$ cat src/rtl/oric_mem_pkg.sv
// Shared types and constants for the Oric DRAM slot arbiter.
// The 12-phase line is split into three 4-phase slots A, B and C.
package oric_mem_pkg;

    typedef enum logic [1:0] {
        OwnCpu     = 2'd0,
        OwnVideo   = 2'd1,
        OwnRefresh = 2'd2,
        OwnDma     = 2'd3
    } owner_e;

    typedef enum logic [1:0] {
        SlotA = 2'd0,
        SlotB = 2'd1,
        SlotC = 2'd2
    } slot_e;

    localparam logic [3:0] SlotABase = 4'd0;
    localparam logic [3:0] SlotBBase = 4'd4;
    localparam logic [3:0] SlotCBase = 4'd8;
    localparam logic [3:0] PhaseLast = 4'd11;

    localparam logic [7:0] IO_PAGE       = 8'h03;
    localparam logic [2:0] DMA_BURST_MAX = 3'd4;

    function automatic slot_e slot_of(input logic [3:0] phase);
        if (phase >= SlotCBase) begin
            return SlotC;
        end else if (phase >= SlotBBase) begin
            return SlotB;
        end
        return SlotA;
    endfunction

endpackage

$ cat src/rtl/oric_dram_arbiter_if.sv
// Bus bundle between the DRAM arbiter and the rest of the machine.
// The arbiter side uses the slave modport.
interface oric_dram_arbiter_if;

    logic        vid_en;
    logic [15:0] vid_addr;
    logic [15:0] cpu_addr;
    logic        cpu_rnw;
    logic        nMAP;
    logic        dma_req;
    logic [15:0] dma_addr;
    logic        dma_rnw;

    logic [7:0]  RC;
    logic        RAS;
    logic        CAS;
    logic        WE;
    logic        PHI;
    logic        RDY;
    logic        dma_ack;
    logic        vid_strobe;
    logic [1:0]  owner;

    modport master (
        output vid_en, vid_addr, cpu_addr, cpu_rnw, nMAP, dma_req, dma_addr, dma_rnw,
        input  RC, RAS, CAS, WE, PHI, RDY, dma_ack, vid_strobe, owner
    );

    modport slave (
        input  vid_en, vid_addr, cpu_addr, cpu_rnw, nMAP, dma_req, dma_addr, dma_rnw,
        output RC, RAS, CAS, WE, PHI, RDY, dma_ack, vid_strobe, owner
    );

endinterface

$ cat src/rtl/oric_slot_timer.sv
// Free-running 12-phase line counter with current and next-phase slot decodes.
// Next-phase decodes let the arbiter register its outputs aligned to the phase.
module oric_slot_timer
    import oric_mem_pkg::*;
(
    input  logic       CLK,
    input  logic       nRESET,
    output logic [1:0] p_o,
    output logic [1:0] nxt_p_o,
    output slot_e      nxt_slot_o
);

    logic [3:0] phase_q, phase_d;

    always_comb begin
        phase_d = (phase_q == PhaseLast) ? SlotABase : phase_q + 4'd1;
    end

    always_ff @(posedge CLK or negedge nRESET) begin
        if (!nRESET) begin
            phase_q <= SlotABase;
        end else begin
            phase_q <= phase_d;
        end
    end

    assign p_o        = phase_q[1:0];
    assign nxt_p_o    = phase_d[1:0];
    assign nxt_slot_o = slot_of(phase_d);

endmodule

$ cat src/rtl/oric_dram_arbiter.sv
// Oric DRAM arbiter: assigns video/refresh/CPU/DMA owners per slot and
// generates RAS/CAS/WE, the multiplexed row/column address and CPU handshakes.
module oric_dram_arbiter
    import oric_mem_pkg::*;
(
    input  logic              CLK,
    input  logic              nRESET,
    oric_dram_arbiter_if.slave bus_io
);

    logic [1:0] p, nxt_p;
    slot_e      nxt_slot;

    oric_slot_timer u_timer (
        .CLK        (CLK),
        .nRESET     (nRESET),
        .p_o        (p),
        .nxt_p_o    (nxt_p),
        .nxt_slot_o (nxt_slot)
    );

    owner_e     owner_q, owner_d, owner_new;
    logic [2:0] burst_q, burst_d;
    logic [6:0] row_q, row_d;
    logic       ras_q, ras_d, cas_q, cas_d, we_q, we_d, phi_q, phi_d;
    logic       rdy_q, rdy_d, ack_q, ack_d, vstr_q, vstr_d;
    logic       grant, active, cpu_block, writes;
    logic [15:0] addr;

    always_comb begin
        grant     = bus_io.dma_req && bus_io.cpu_rnw && (burst_q < DMA_BURST_MAX);
        cpu_block = (bus_io.cpu_addr[15:8] == IO_PAGE) ||
                    ((bus_io.cpu_addr[15:14] == 2'b11) && bus_io.nMAP);

        if (nxt_slot == SlotC) begin
            owner_new = grant ? OwnDma : OwnCpu;
        end else begin
            owner_new = bus_io.vid_en ? OwnVideo : OwnRefresh;
        end
        owner_d = (nxt_p == 2'd0) ? owner_new : owner_q;

        burst_d = burst_q;
        if ((nxt_p == 2'd0) && (nxt_slot == SlotC)) begin
            burst_d = grant ? burst_q + 3'd1 : 3'd0;
        end

        row_d = row_q;
        if ((owner_q == OwnRefresh) && (p == 2'd3)) begin
            row_d = row_q + 7'd1;
        end

        unique case (owner_d)
            OwnCpu:  writes = !bus_io.cpu_rnw;
            OwnDma:  writes = !bus_io.dma_rnw;
            default: writes = 1'b0;
        endcase

        // A CPU owner outside slot C only happens in the slot following reset; keep it idle.
        active = !((owner_d == OwnCpu) && (nxt_slot != SlotC));
        ras_d  = active && (nxt_p != 2'd0);
        cas_d  = active && nxt_p[1] && (owner_d != OwnRefresh) &&
                 !((owner_d == OwnCpu) && cpu_block);
        we_d   = cas_d && writes;
        phi_d  = (nxt_slot == SlotC);
        rdy_d  = (owner_d != OwnDma);
        ack_d  = (owner_d == OwnDma) && (nxt_p == 2'd3);
        vstr_d = (owner_d == OwnVideo) && (nxt_p == 2'd3);
    end

    always_ff @(posedge CLK or negedge nRESET) begin
        if (!nRESET) begin
            owner_q <= OwnCpu;
            burst_q <= 3'd0;
            row_q   <= 7'd0;
            ras_q   <= 1'b0;
            cas_q   <= 1'b0;
            we_q    <= 1'b0;
            phi_q   <= 1'b0;
            rdy_q   <= 1'b1;
            ack_q   <= 1'b0;
            vstr_q  <= 1'b0;
        end else begin
            owner_q <= owner_d;
            burst_q <= burst_d;
            row_q   <= row_d;
            ras_q   <= ras_d;
            cas_q   <= cas_d;
            we_q    <= we_d;
            phi_q   <= phi_d;
            rdy_q   <= rdy_d;
            ack_q   <= ack_d;
            vstr_q  <= vstr_d;
        end
    end

    always_comb begin
        addr = 16'h0000;
        unique case (owner_q)
            OwnCpu:   addr = bus_io.cpu_addr;
            OwnVideo: addr = bus_io.vid_addr;
            OwnDma:   addr = bus_io.dma_addr;
            default:  addr = 16'h0000;
        endcase
    end

    assign bus_io.RC         = (owner_q == OwnRefresh) ? {1'b0, row_q} :
                               (p[1] ? addr[7:0] : addr[15:8]);
    assign bus_io.RAS        = ras_q;
    assign bus_io.CAS        = cas_q;
    assign bus_io.WE         = we_q;
    assign bus_io.PHI        = phi_q;
    assign bus_io.RDY        = rdy_q;
    assign bus_io.dma_ack    = ack_q;
    assign bus_io.vid_strobe = vstr_q;
    assign bus_io.owner      = owner_q;

endmodule

$ cat src/flat_wrapper.sv
// flat-port wrapper written by rule: the top's interface ports become plain ports
module oric_dram_arbiter_flat import oric_mem_pkg::*;
  (CLK, nRESET, bus_io_vid_en, bus_io_vid_addr, bus_io_cpu_addr, bus_io_cpu_rnw, bus_io_nMAP, bus_io_dma_req, bus_io_dma_addr, bus_io_dma_rnw, bus_io_RC, bus_io_RAS, bus_io_CAS, bus_io_WE, bus_io_PHI, bus_io_RDY, bus_io_dma_ack, bus_io_vid_strobe, bus_io_owner);
  oric_dram_arbiter_if bus_io_i ();
  input  logic CLK;
  input  logic nRESET;
  input wire logic [$bits(bus_io_i.vid_en)-1:0] bus_io_vid_en;
  input wire logic [$bits(bus_io_i.vid_addr)-1:0] bus_io_vid_addr;
  input wire logic [$bits(bus_io_i.cpu_addr)-1:0] bus_io_cpu_addr;
  input wire logic [$bits(bus_io_i.cpu_rnw)-1:0] bus_io_cpu_rnw;
  input wire logic [$bits(bus_io_i.nMAP)-1:0] bus_io_nMAP;
  input wire logic [$bits(bus_io_i.dma_req)-1:0] bus_io_dma_req;
  input wire logic [$bits(bus_io_i.dma_addr)-1:0] bus_io_dma_addr;
  input wire logic [$bits(bus_io_i.dma_rnw)-1:0] bus_io_dma_rnw;
  output wire logic [$bits(bus_io_i.RC)-1:0] bus_io_RC;
  output wire logic [$bits(bus_io_i.RAS)-1:0] bus_io_RAS;
  output wire logic [$bits(bus_io_i.CAS)-1:0] bus_io_CAS;
  output wire logic [$bits(bus_io_i.WE)-1:0] bus_io_WE;
  output wire logic [$bits(bus_io_i.PHI)-1:0] bus_io_PHI;
  output wire logic [$bits(bus_io_i.RDY)-1:0] bus_io_RDY;
  output wire logic [$bits(bus_io_i.dma_ack)-1:0] bus_io_dma_ack;
  output wire logic [$bits(bus_io_i.vid_strobe)-1:0] bus_io_vid_strobe;
  output wire logic [$bits(bus_io_i.owner)-1:0] bus_io_owner;
  assign bus_io_i.vid_en = bus_io_vid_en;
  assign bus_io_i.vid_addr = bus_io_vid_addr;
  assign bus_io_i.cpu_addr = bus_io_cpu_addr;
  assign bus_io_i.cpu_rnw = bus_io_cpu_rnw;
  assign bus_io_i.nMAP = bus_io_nMAP;
  assign bus_io_i.dma_req = bus_io_dma_req;
  assign bus_io_i.dma_addr = bus_io_dma_addr;
  assign bus_io_i.dma_rnw = bus_io_dma_rnw;
  assign bus_io_RC = bus_io_i.RC;
  assign bus_io_RAS = bus_io_i.RAS;
  assign bus_io_CAS = bus_io_i.CAS;
  assign bus_io_WE = bus_io_i.WE;
  assign bus_io_PHI = bus_io_i.PHI;
  assign bus_io_RDY = bus_io_i.RDY;
  assign bus_io_dma_ack = bus_io_i.dma_ack;
  assign bus_io_vid_strobe = bus_io_i.vid_strobe;
  assign bus_io_owner = bus_io_i.owner;
  oric_dram_arbiter u_core (.CLK(CLK), .nRESET(nRESET), .bus_io(bus_io_i));
endmodule
$ cat config.mk
export PLATFORM = sky130hd
export DESIGN_NAME = oric_dram_arbiter_flat
export DESIGN_NICKNAME = d
export VERILOG_FILES = /design/src/rtl/oric_mem_pkg.sv /design/src/rtl/oric_dram_arbiter_if.sv /design/src/rtl/oric_slot_timer.sv /design/src/rtl/oric_dram_arbiter.sv /design/src/flat_wrapper.sv
export SDC_FILE = /design/constraint.sdc
export NUM_CORES = 1
export LEC_CHECK = 0
export BUFFER_PORTS_ARGS = -buffer_cell sky130_fd_sc_hd__buf_4
export CAP_MARGIN = 20
export CORE_UTILIZATION = 48
export CTS_CLUSTER_DIAMETER = 30
export DETAILED_ROUTE_END_ITERATION = 10
export PLACE_DENSITY = 0.79
export SLEW_MARGIN = 20
export SYNTH_ARGS = -nofsm -noshare
export SYNTH_HDL_FRONTEND = slang
export SYNTH_HIERARCHICAL = 1
export SYNTH_SLANG_ARGS = --single-unit
$ cat constraint.sdc
create_clock -name CLK -period 3.1 [get_ports CLK]
set_input_delay 0.465 -clock CLK [delete_from_list [all_inputs] [get_ports CLK]]
set_output_delay 0.465 -clock CLK [all_outputs]
set_load 0.03 [all_outputs]
==> impl_metrics.yaml <==
status:
  status: "complete, no violations"
logic_synthesis:
  ys_warn_count: 6
  yosysTopAreaCell: "dfrtp_1"
  ys_types: 41
  synth_edf_count: 0
  synth_area_mm2: 0.00166
  synth_top_flop_cell: "dfrtp_1"
  synth_seq_cells: 23
  async_flop_share_pct: 100
  synth_common_cells: "dfrtp_1, mux2i_1, inv_1, a21oi_1"
  syn-num-nets: 235
  ys_seq_area_share_pct: 34.8
  synthCells: 173
  synth_top_cell_area_share_pct: 33.2
  yosys-top-cells-area: "dfrtp_1, mux2i_1, ha_1, o221a_2, buf_4"
  synth_area_per_cell_um2: 9.58
  yosysMostFrequentCell: "dfrtp_1"
detailed_routing:
  drt_iter0_markers: 91
  met3_length_um: 213
  via_per_inst: 5.36
  dr.pass1.iters: 4
  routed_wl_mm: 3.92
  wl_met1_mm: 1.72
  antenna_left: 0
  top_layer: "met4"
  via_count: 1496
  drcViolationCount: 0
  wire_per_inst_um: 14.1
  met2_length_mm: 1.95
clock_tree:
  cts.repair.resized: 0
  cts_buffers: 3
  clk_pin_slew_ns: 0.12
  postCtsSetupBuffers: 0
  holdBufCountCts: 0
  root_buffer: "clkbuf_4"
  clock_path_buffers: 2
  clk_latency_ns: 0.31
  cts_tree: "yes"
  cts_num_sinks: 23
  h-tree-depth: 1
global_routing:
  grt_pass1_vias: 1458
  grt-ovfl-total: 0
  grt_antenna_before_repair: 0
  grt_pass1_wl_mm: 6.14
  grt_max_degree: 29
  grt_use_total_pct: 22.4
pwr:
  power_density_mw_per_mm2: 335
  ir_drop_v: 0.000251
  seq_power_share_pct: 49.0
  power.internal_mw: 0.502
  swShare_pct: 31.5
  fin_total_pwr_mw: 0.733
  combPwrFrac_pct: 33.0
  p_sw_mw: 0.231
  power_leakage_nw: 1.08
  p_clk_share_pct: 18.1
floorplanning:
  dieArea_mm2: 0.00369
  rows: 20
  die_w_um: 60.7
  start_util_pct: 52.5
  coreArea_mm2: 0.00315
  die_height_um: 60.7
  num_io_pins: 72
sta:
  worst_slack_ns: 0.343
  slew_headroom_pct: 37.2
  period_share_pct: 88.9
  clock-skew-final_ns: 0.0142
  hold_viol: 0
  worst_pin_slew_ns: 0.942
  min_period_ns: 2.76
  fmax_mhz: 363
  tns_ns: 0
  setup_viol_count_final: 0
  rsz0062_at_grt: "false"
  slew_viol_final: 0
worst_setup_path:
  worstReg2RegStart: "u_core/u_timer/phase_q[1]$_DFF_PN0_"
  slowest_delay_ns: 0.98
  cp_data_arrival_time_ns: 2.29
  worstPathCellList: "buf_4, mux2i_1, a21oi_1, o221a_2, buf_4"
  start_kind: "flip-flop"
  worstSetupPathType: "flip-flop to output port"
  rrSetupSlack_ns: 0.40
  crit_slowest_cell: "dfrtp_1"
  rr_worst_depth: 10
  critPathCaptureType: "output port"
  critical-path-top-delay-family: "flip-flops"
  crit_end: "bus_io_RC[5]"
  cp_num_buf_inv: 2
  timing.rr.end: "u_core/bus_io.WE$_DFF_PN0_"
  crit_required_ns: 2.63
  cp-startpoint: "u_core/bus_io.owner[1]$_DFF_PN0_"
  crit_top_cell: "buf_4"
  crit_fanout: 28
  path_depth: 5
final_layout:
  nets: 298
  multi_input_area_um2: 920
  nFillCells: 274
  drive_above_1_share_pct: 41.3
  area_delta_synth_final_pct: 32.2
  ff_latch_area_um2: 577
  antenna_cells: 0
place:
  port_buffers: 71
  gp_congestion: 0.816
  hpwl_mm: 3.20
  pre_cts_ws_ns: 0.428
min_path:
  hp-class: "input pin to asynchronous set/reset pin"
run:
  maxCapViolations: 0
==> through the flow <==
step	utilization (%)	std cells	hold slack [ns]	area (um^2)
floorplan	-	173	0.169	1660
detailed placement	68.6	275	0.370	2160
global route	69.4	279	0.0250	2190
CTS	69.4	279	0.0230	2190
finish	69.4	279	0.0175	2190
global placement	68.6	275	0.368	2160
==> flip-flops by register name, indices dropped and copies added (netlist names) <==
| name | flops |
|---|---|
| u_core/bus_io.WE | 1 |
| u_core/row_q | 7 |
| u_core/bus_io.owner | 2 |
| u_core/bus_io.CAS | 1 |
| u_core/bus_io.vid_strobe | 1 |
| u_core/burst_q | 3 |
| u_core/bus_io.PHI | 1 |
| u_core/bus_io.dma_ack | 1 |
| u_core/u_timer/phase_q | 4 |
| u_core/bus_io.RDY | 1 |
| u_core/bus_io.RAS | 1 |
==> kinds of logic (layout without fill, tap and decap cells) <==
group	Yosys count	after routing	share of synthesized area [%]
adder cells (fa/ha/maj)	7	7	5.29
AND/OR/NAND/NOR	51	51	17.6
XOR/XNOR	7	7	3.70
flip-flops	23	23	34.8
buffers and inverters	30	92	9.67
multiplexers	20	20	12.6
AO/OA/AOI/OAI	35	35	16.3
==> final cells by class <==
type | instances | share of cell area, %
Sequential cell | 23 | 26.3
Timing Repair Buffer | 75 | 25.7
Inverter | 13 | 2.23
Multi-Input combinational cell | 120 | 42.0
Clock buffer | 4 | 1.20
Tap cell | 44 | 2.51
==> power groups by stage <==
stage / Sequential, mW / Combinational [mW] / Clock, mW
2_1_floorplan: 0.356 / 0.143 / 0
3_3_place_gp: 0.362 / 0.238 / 0
3_5_place_dp: 0.364 / 0.242 / 0
4_1_cts: 0.359 / 0.243 / 0.136
5_1_grt: 0.362 / 0.267 / 0.151
6_report: 0.359 / 0.242 / 0.132
==> worst min path at each step <==
stage          slack (ns)  cells past startpoint                                  to
6_report             0.02                      1    u_core/bus_io.owner[0]$_DFF_PN0_
5_1_grt              0.03                      1  u_core/bus_io.vid_strobe$_DFF_PN0_
4_1_cts              0.02                      1  u_core/bus_io.vid_strobe$_DFF_PN0_
3_5_place_dp         0.37                      1         u_core/row_q[4]$_DFFE_PN0P_
3_3_place_gp         0.37                      1         u_core/row_q[2]$_DFFE_PN0P_
2_1_floorplan        0.17                      0       u_core/burst_q[0]$_DFFE_PN0P_
==> layer usage <==
layer	vias to the layer above	track usage, %
met2	48	38.8
met1	698	28.9
met3	6	4.90
met5	-	0
li1	744	-
met4	0	4.87
==> cells in the final DEF, fill, tap and decap left out, types with 2 or more instances in the layout <==
master      n
buf_4      75
dfrtp_1    22
mux2i_1    16
inv_1      13
a21oi_1    10
nor3_1      9
nand3_1     8
nor2_1      7
o221a_2     7
xnor2_1     7
ha_1        7
a2bb2oi_1   6
nand4_1     5
nor2b_1     4
nand2_1     4
clkbuf_4    3
mux2_2      3
nand2b_1    3
a21o_1      2
and3_1      2
o21ai_0     2
and3_2      2
a22o_2      2
Power figures use the tool's default switching activity.
